--- src/rtl/conv_stream_feeder.sv ---
// Streams a KSIZE x KSIZE kernel, then an N x N frame, from a 1-cycle sync memory to conv_top.
// Optional border padding of the frame is built when CONV_FEEDER_ZERO_PAD_EN is defined.
module conv_stream_feeder #(
    parameter int ADDR_W      = 12,
    parameter int KSIZE       = 3,
    parameter int MAX_IMG     = 32,
    parameter int WEIGHT_BASE = 0,
    parameter int DATA_BASE   = 64,
    parameter int GAP_CYCLES  = 4
) (
    input  logic              sys_clk,
    input  logic              sys_rst_n,
    input  logic              start,
    input  logic [8:0]        image_size,
    output logic              busy,
    output logic              done,
    output logic              err,
    output logic              mem_rd_en,
    output logic [ADDR_W-1:0] mem_rd_addr,
    input  logic [15:0]       mem_rd_data,
    output logic              pi_weight_valid,
    output logic [15:0]       pi_weight,
    output logic              pi_data_valid,
    output logic [15:0]       pi_data
);

    localparam int IDX_W = $clog2(MAX_IMG + 2);
    localparam int CNT_W = $clog2(KSIZE * KSIZE + GAP_CYCLES + 1);
    localparam logic [8:0]       MAX_N  = 9'(MAX_IMG);
    localparam logic [CNT_W-1:0] W_LAST = CNT_W'(KSIZE * KSIZE - 1);
    localparam logic [CNT_W-1:0] G_LAST = CNT_W'(GAP_CYCLES - 1);

    typedef enum logic [2:0] {IDLE, LOAD_W, GAP, LOAD_D, DRAIN, FIN} state_t;

    state_t            state, state_next;
    logic [IDX_W-1:0]  n_q, row, col, lim;
    logic [CNT_W-1:0]  cnt;
    logic [ADDR_W-1:0] ptr;
    logic              err_q, bad_size, at_end, border;
    logic              w_d1, d_d1, z_d1;

    assign bad_size = (image_size == '0) || (image_size > MAX_N);
    assign at_end   = (row == lim) && (col == lim);

`ifdef CONV_FEEDER_ZERO_PAD_EN
    // Grid is (N+2)x(N+2); its outer ring is emitted as zeros without a read.
    assign lim    = n_q + IDX_W'(1);
    assign border = (row == '0) || (col == '0) || (row == lim) || (col == lim);
`else
    assign lim    = n_q - IDX_W'(1);
    assign border = 1'b0;
`endif

    always_ff @(posedge sys_clk or negedge sys_rst_n) begin
        if (!sys_rst_n) state <= IDLE;
        else            state <= state_next;
    end

    // NOTE: every always_comb output gets a default first so no path leaves it unassigned (no latch).
    always_comb begin
        state_next = state;
        unique case (state)
            IDLE:   if (start) state_next = bad_size ? FIN : LOAD_W;
            LOAD_W: if (cnt == W_LAST) state_next = GAP;
            GAP:    if (cnt == G_LAST) state_next = LOAD_D;
            LOAD_D: if (at_end) state_next = DRAIN;
            DRAIN:  if (!d_d1) state_next = FIN;
            FIN:    state_next = IDLE;
            default: state_next = IDLE;
        endcase
    end

    always_comb begin
        busy        = (state != IDLE);
        done        = (state == FIN);
        err         = (state == FIN) && err_q;
        mem_rd_en   = 1'b0;
        mem_rd_addr = '0;
        if (state == LOAD_W) begin
            mem_rd_en   = 1'b1;
            mem_rd_addr = ADDR_W'(WEIGHT_BASE) + ADDR_W'(cnt);
        end else if (state == LOAD_D && !border) begin
            mem_rd_en   = 1'b1;
            mem_rd_addr = ptr;
        end
    end

    // NOTE: sequential state uses non-blocking assignments so every register samples pre-edge values.
    always_ff @(posedge sys_clk or negedge sys_rst_n) begin
        if (!sys_rst_n) begin
            cnt   <= '0;
            n_q   <= '0;
            err_q <= 1'b0;
            row   <= '0;
            col   <= '0;
            ptr   <= '0;
        end else begin
            cnt <= (state_next != state) ? '0 : cnt + 1'b1;
            if (state == IDLE) begin
                row <= '0;
                col <= '0;
                ptr <= ADDR_W'(DATA_BASE);
                if (start) begin
                    n_q   <= IDX_W'(image_size);
                    err_q <= bad_size;
                end
            end else if (state == LOAD_D) begin
                // Row-major walk; the address pointer only advances on real reads.
                if (col == lim) begin
                    col <= '0;
                    row <= row + 1'b1;
                end else begin
                    col <= col + 1'b1;
                end
                if (!border) ptr <= ptr + 1'b1;
            end
        end
    end

    // Two-stage output pipeline: stage 1 waits for read data, stage 2 registers it with its valid.
    always_ff @(posedge sys_clk or negedge sys_rst_n) begin
        if (!sys_rst_n) begin
            w_d1            <= 1'b0;
            d_d1            <= 1'b0;
            z_d1            <= 1'b0;
            pi_weight_valid <= 1'b0;
            pi_weight       <= '0;
            pi_data_valid   <= 1'b0;
            pi_data         <= '0;
        end else begin
            w_d1            <= (state == LOAD_W);
            d_d1            <= (state == LOAD_D);
            z_d1            <= (state == LOAD_D) && border;
            pi_weight_valid <= w_d1;
            pi_data_valid   <= d_d1;
            if (w_d1) pi_weight <= mem_rd_data;
            if (d_d1) pi_data   <= z_d1 ? 16'h0000 : mem_rd_data;
        end
    end

endmodule

--- config.mk ---
export PLATFORM = sky130hd
export DESIGN_NAME = conv_stream_feeder
export DESIGN_NICKNAME = d
export VERILOG_FILES = /design/src/rtl/conv_stream_feeder.sv
export SDC_FILE = /design/constraint.sdc
export NUM_CORES = 1
export LEC_CHECK = 0
export CORE_MARGIN = 3
export CORE_UTILIZATION = 35
export CTS_CLUSTER_DIAMETER = 200
export DETAILED_ROUTE_END_ITERATION = 7
export SYNTH_ARGS = -nofsm -noshare
export SYNTH_HDL_FRONTEND = slang
export SYNTH_SLANG_ARGS = --single-unit
--- constraint.sdc ---
create_clock -name sys_clk -period 7.4 [get_ports sys_clk]
set_clock_uncertainty 0.1 [all_clocks]
set_input_delay 0.74 -clock sys_clk [delete_from_list [all_inputs] [get_ports sys_clk]]
set_output_delay 0.74 -clock sys_clk [all_outputs]
set_load 0.005 [all_outputs]
==> impl_results.md <==
* Cells after DPL at 542
* Number of search-and-repair iterations in the first detailed-routing pass at 4
* Global-route wire length before repair at 13500 µm
* Sequence of cells on the critical path: nand3b_1 -> inv_1 -> and2_1 -> clkdlybuf4s50_1
* Number of diodes at 0
* # port buffers at 77
* Horizontal die dimension at 108.0 µm
* Fin worst setup slack at 3.893 ns
* Final critical-path required period at 3.507 ns
* Post-Syn Area at 3638 µm²
* Worst stage delay on the critical path at 0.62 ns
* Top cell family by delay on the critical path: buffers and inverters
* Pins over their slew limit at 0
* Final layout net count at 454
* Number of buffers added to fix hold violations after cts at 0
* Worst Path Arrival at 2.67 ns
* Initial drt markers at 101
* Register share of total power at 0.380
* Synthesized area per cell at 10.55 µm²
* Area delta synth->final at 30.85%
* Instance area after placement at 4524 µm²
* DR WL met3 at 423 µm
* Maximum vdd drop at 0.0001830 V
* Achievable Freq at 285.2 MHz
* Initial core utilization at 0.3655
* Drt drc at 0
* Clock sink count at 74
* Internal power contribution at 0.001283 W
* Cell variety after synth at 43
* Core area at 9955 µm²
* CTS H-tree depth at 3
* Hold Fails Final Rpt at 0
* Final weighted congestion of routability-driven global placement at 0.7764
* Clock transition at path regs at 0.08 ns
* Yosys warns at 0
* Number of buffers created by CTS at 9
* Count of cells resized by post-cts repair at 0
* Post-CTS setup buffer count at 0
* Net switching power at 0.0007149 W
* CP max-delay cell: dfrtp_1
* Met2 WL at 3683 µm
* Average wire length per cell after detail routing at 14.44 µm
* Mapped Nets at 379
* Setup TNS after final layout at 0 ns
* Pin count of the biggest net entering global routing at 75
* Clock tree from TritonCTS: done
* Post-synthesis register bit count at 74
* Worst Path Max Fanout at 22
* Count of flip-flops with a built-in enable after synthesis at 0
* Summed area of non-filler cells in the final layout at 4761 µm²
* Crit. End Element: output pin
* RSZ-0062 raised after global routing: false
* Global route total overflow at 0
* Worst setup slack before clock tree synthesis at 4.275 ns
* Sw frac at 0.3579
* Result of the run: finished clean
* Die height at 108.0 µm
* Ratio of cells with drive above 1 in the final layout at 0.1435
* Max-Slew Margin vs Limit at 0.3642
* CTS root buf: clkbuf_8
* Worst slew pin tran at 0.9536 ns
* Count of pins on the block boundary at 78
* Vias in the first global route at 2755
* Final std cells w/o fill at 558
* Post-detailed-placement half-perimeter wirelength at 5719 µm
* Die area at 11660 µm²
* Proportion of power drawn by combinational gates at 0.437
* WL final at 8055 µm
* Number of antenna violations at the first check in global routing at 0
* Met1 wire length at 3827 µm
* Kind of critical path: reg -> out
* Setup violation total in the final timing report at 0
* Buffer and inverter count on the worst path at 2
* Detailed-route via count at 2774
* Insertion delay to the later sink of the worst-skew pair at 0.34 ns
* Predominant post-synthesis flop cell: dfrtp_1
* Share of power burned in the clock network at 0.183
* Remaining antenna violation count at 0
* Global-route usage over all layers at 0.1451
* Maxcap violations at 0
* Via density per instance at 4.971
* Total power density per cell area at 419.6 nW/µm²
* CP Data Required Time at 6.56 ns
* Static leakage at 2.000 nW
* Ys async rst share at 1.000
* Tightest Hold Check Type: reg -> reg
* Maximum number of buffers from clock root to sink at 2
* Startpoint Class: flop
* Tcrit/Tclk final at 0.4739
* Share of the yosys chip area belonging to registers at 0.5089
* Max layer used: met4
* Gate count after technology mapping at 345
* Number of standard-cell rows in the floorplan at 36
## metrics by stage
stage                     utilization  total power (W)  hold WS (ns)
after global routing           0.4783         0.002166        0.3804
after CTS                      0.4783         0.002026        0.3702
after floorplan                     -         0.001237        0.2519
after detailed placement       0.4545         0.001653        0.3587
after global placement         0.4545         0.001637        0.3638
final                          0.4783         0.001998        0.3621
## registers in the layout (all words and copies together) (netlist names)
signal,count
pi_data_valid,1
pi_weight,16
pi_weight_valid,1
err_q,1
w_d1,1
pi_data,16
col,6
ptr,12
cnt,4
n_q,6
state,3
row,6
d_d1,1
## cell usage after synthesis, drive strengths merged (10+ instances only)
cell / instances / share of area
o21ai: 25 / 0.034
xnor2: 13 / 0.031
mux2: 37 / 0.11
nand3: 15 / 0.021
clkbuf: 12 / 0.012
nand2: 39 / 0.040
inv: 12 / 0.012
and2: 10 / 0.017
mux2i: 11 / 0.030
dfrtp: 74 / 0.51
nor2: 19 / 0.020
## layout by cell type, fill, tap and decap left out, types with 11 or more instances in the layout
cell | Yosys | layout
nor2_1 | 19 | 19
dfrtp_1 | 74 | 74
xnor2_1 | 13 | 13
nand3_1 | 15 | 15
mux2_2 | 37 | 37
o21ai_0 | 24 | 24
clkdlybuf4s50_1 | 0 | 76
clkbuf_8 | 0 | 11
nand2_1 | 39 | 39
mux2i_1 | 11 | 11
inv_1 | 12 | 12
## power groups by stage
stage               clock network [W]  registers [W]  logic (W)
CTS                          0.000378       0.000764   0.000884
detailed placement                  0       0.000772   0.000881
global route                 0.000395       0.000797   0.000974
finish                       0.000365       0.000760   0.000872
global placement                    0       0.000766   0.000871
floorplan                           0       0.000692   0.000546
## path summary, 6_finish.rpt
kind	cells after the start	slack, ns	to	from
worst min register to register	1	0.36	ptr[11]	ptr[11]
min in group asynchronous	2	0.51	pi_weight[10]	sys_rst_n
worst min-delay path	1	0.36	ptr[11]	ptr[11]
worst max-delay path	4	3.89	mem_rd_addr[7]	state[1]
worst max register to register	6	4.52	row[5]	state[1]
max in group asynchronous	2	6.05	n_q[5]	sys_rst_n
## per-layer routing
layer / up-vias / track usage
met5: - / 0
met4: 0 / 0.05410
met3: 11 / 0.02925
met2: 79 / 0.2398
met1: 1325 / 0.1886
li1: 1359 / -
## kinds of logic (layout without fill, tap and decap cells)
kind of cell / Yosys count / count (layout) / share of synthesized area
buffers and inverters: 26 / 106 / 0.02716
AND/OR/NAND/NOR: 121 / 121 / 0.1678
AO/OA/AOI/OAI: 51 / 51 / 0.08494
multiplexers: 48 / 48 / 0.1448
XOR/XNOR: 19 / 19 / 0.04574
adder cells (fa/ha/maj): 6 / 6 / 0.02063
flip-flops: 74 / 74 / 0.5089
## layout make-up
cell class	count	area (µm²)
fillers	975	5194
flip-flops and latches	74	1852
multi-input cells	245	1688
repair buffers	78	773.2
well taps	133	166.4
clock buffers	11	151.4
clock inverters	5	85.08
inverters	12	45.04
Note: power is estimated with default switching activity, not from simulation.
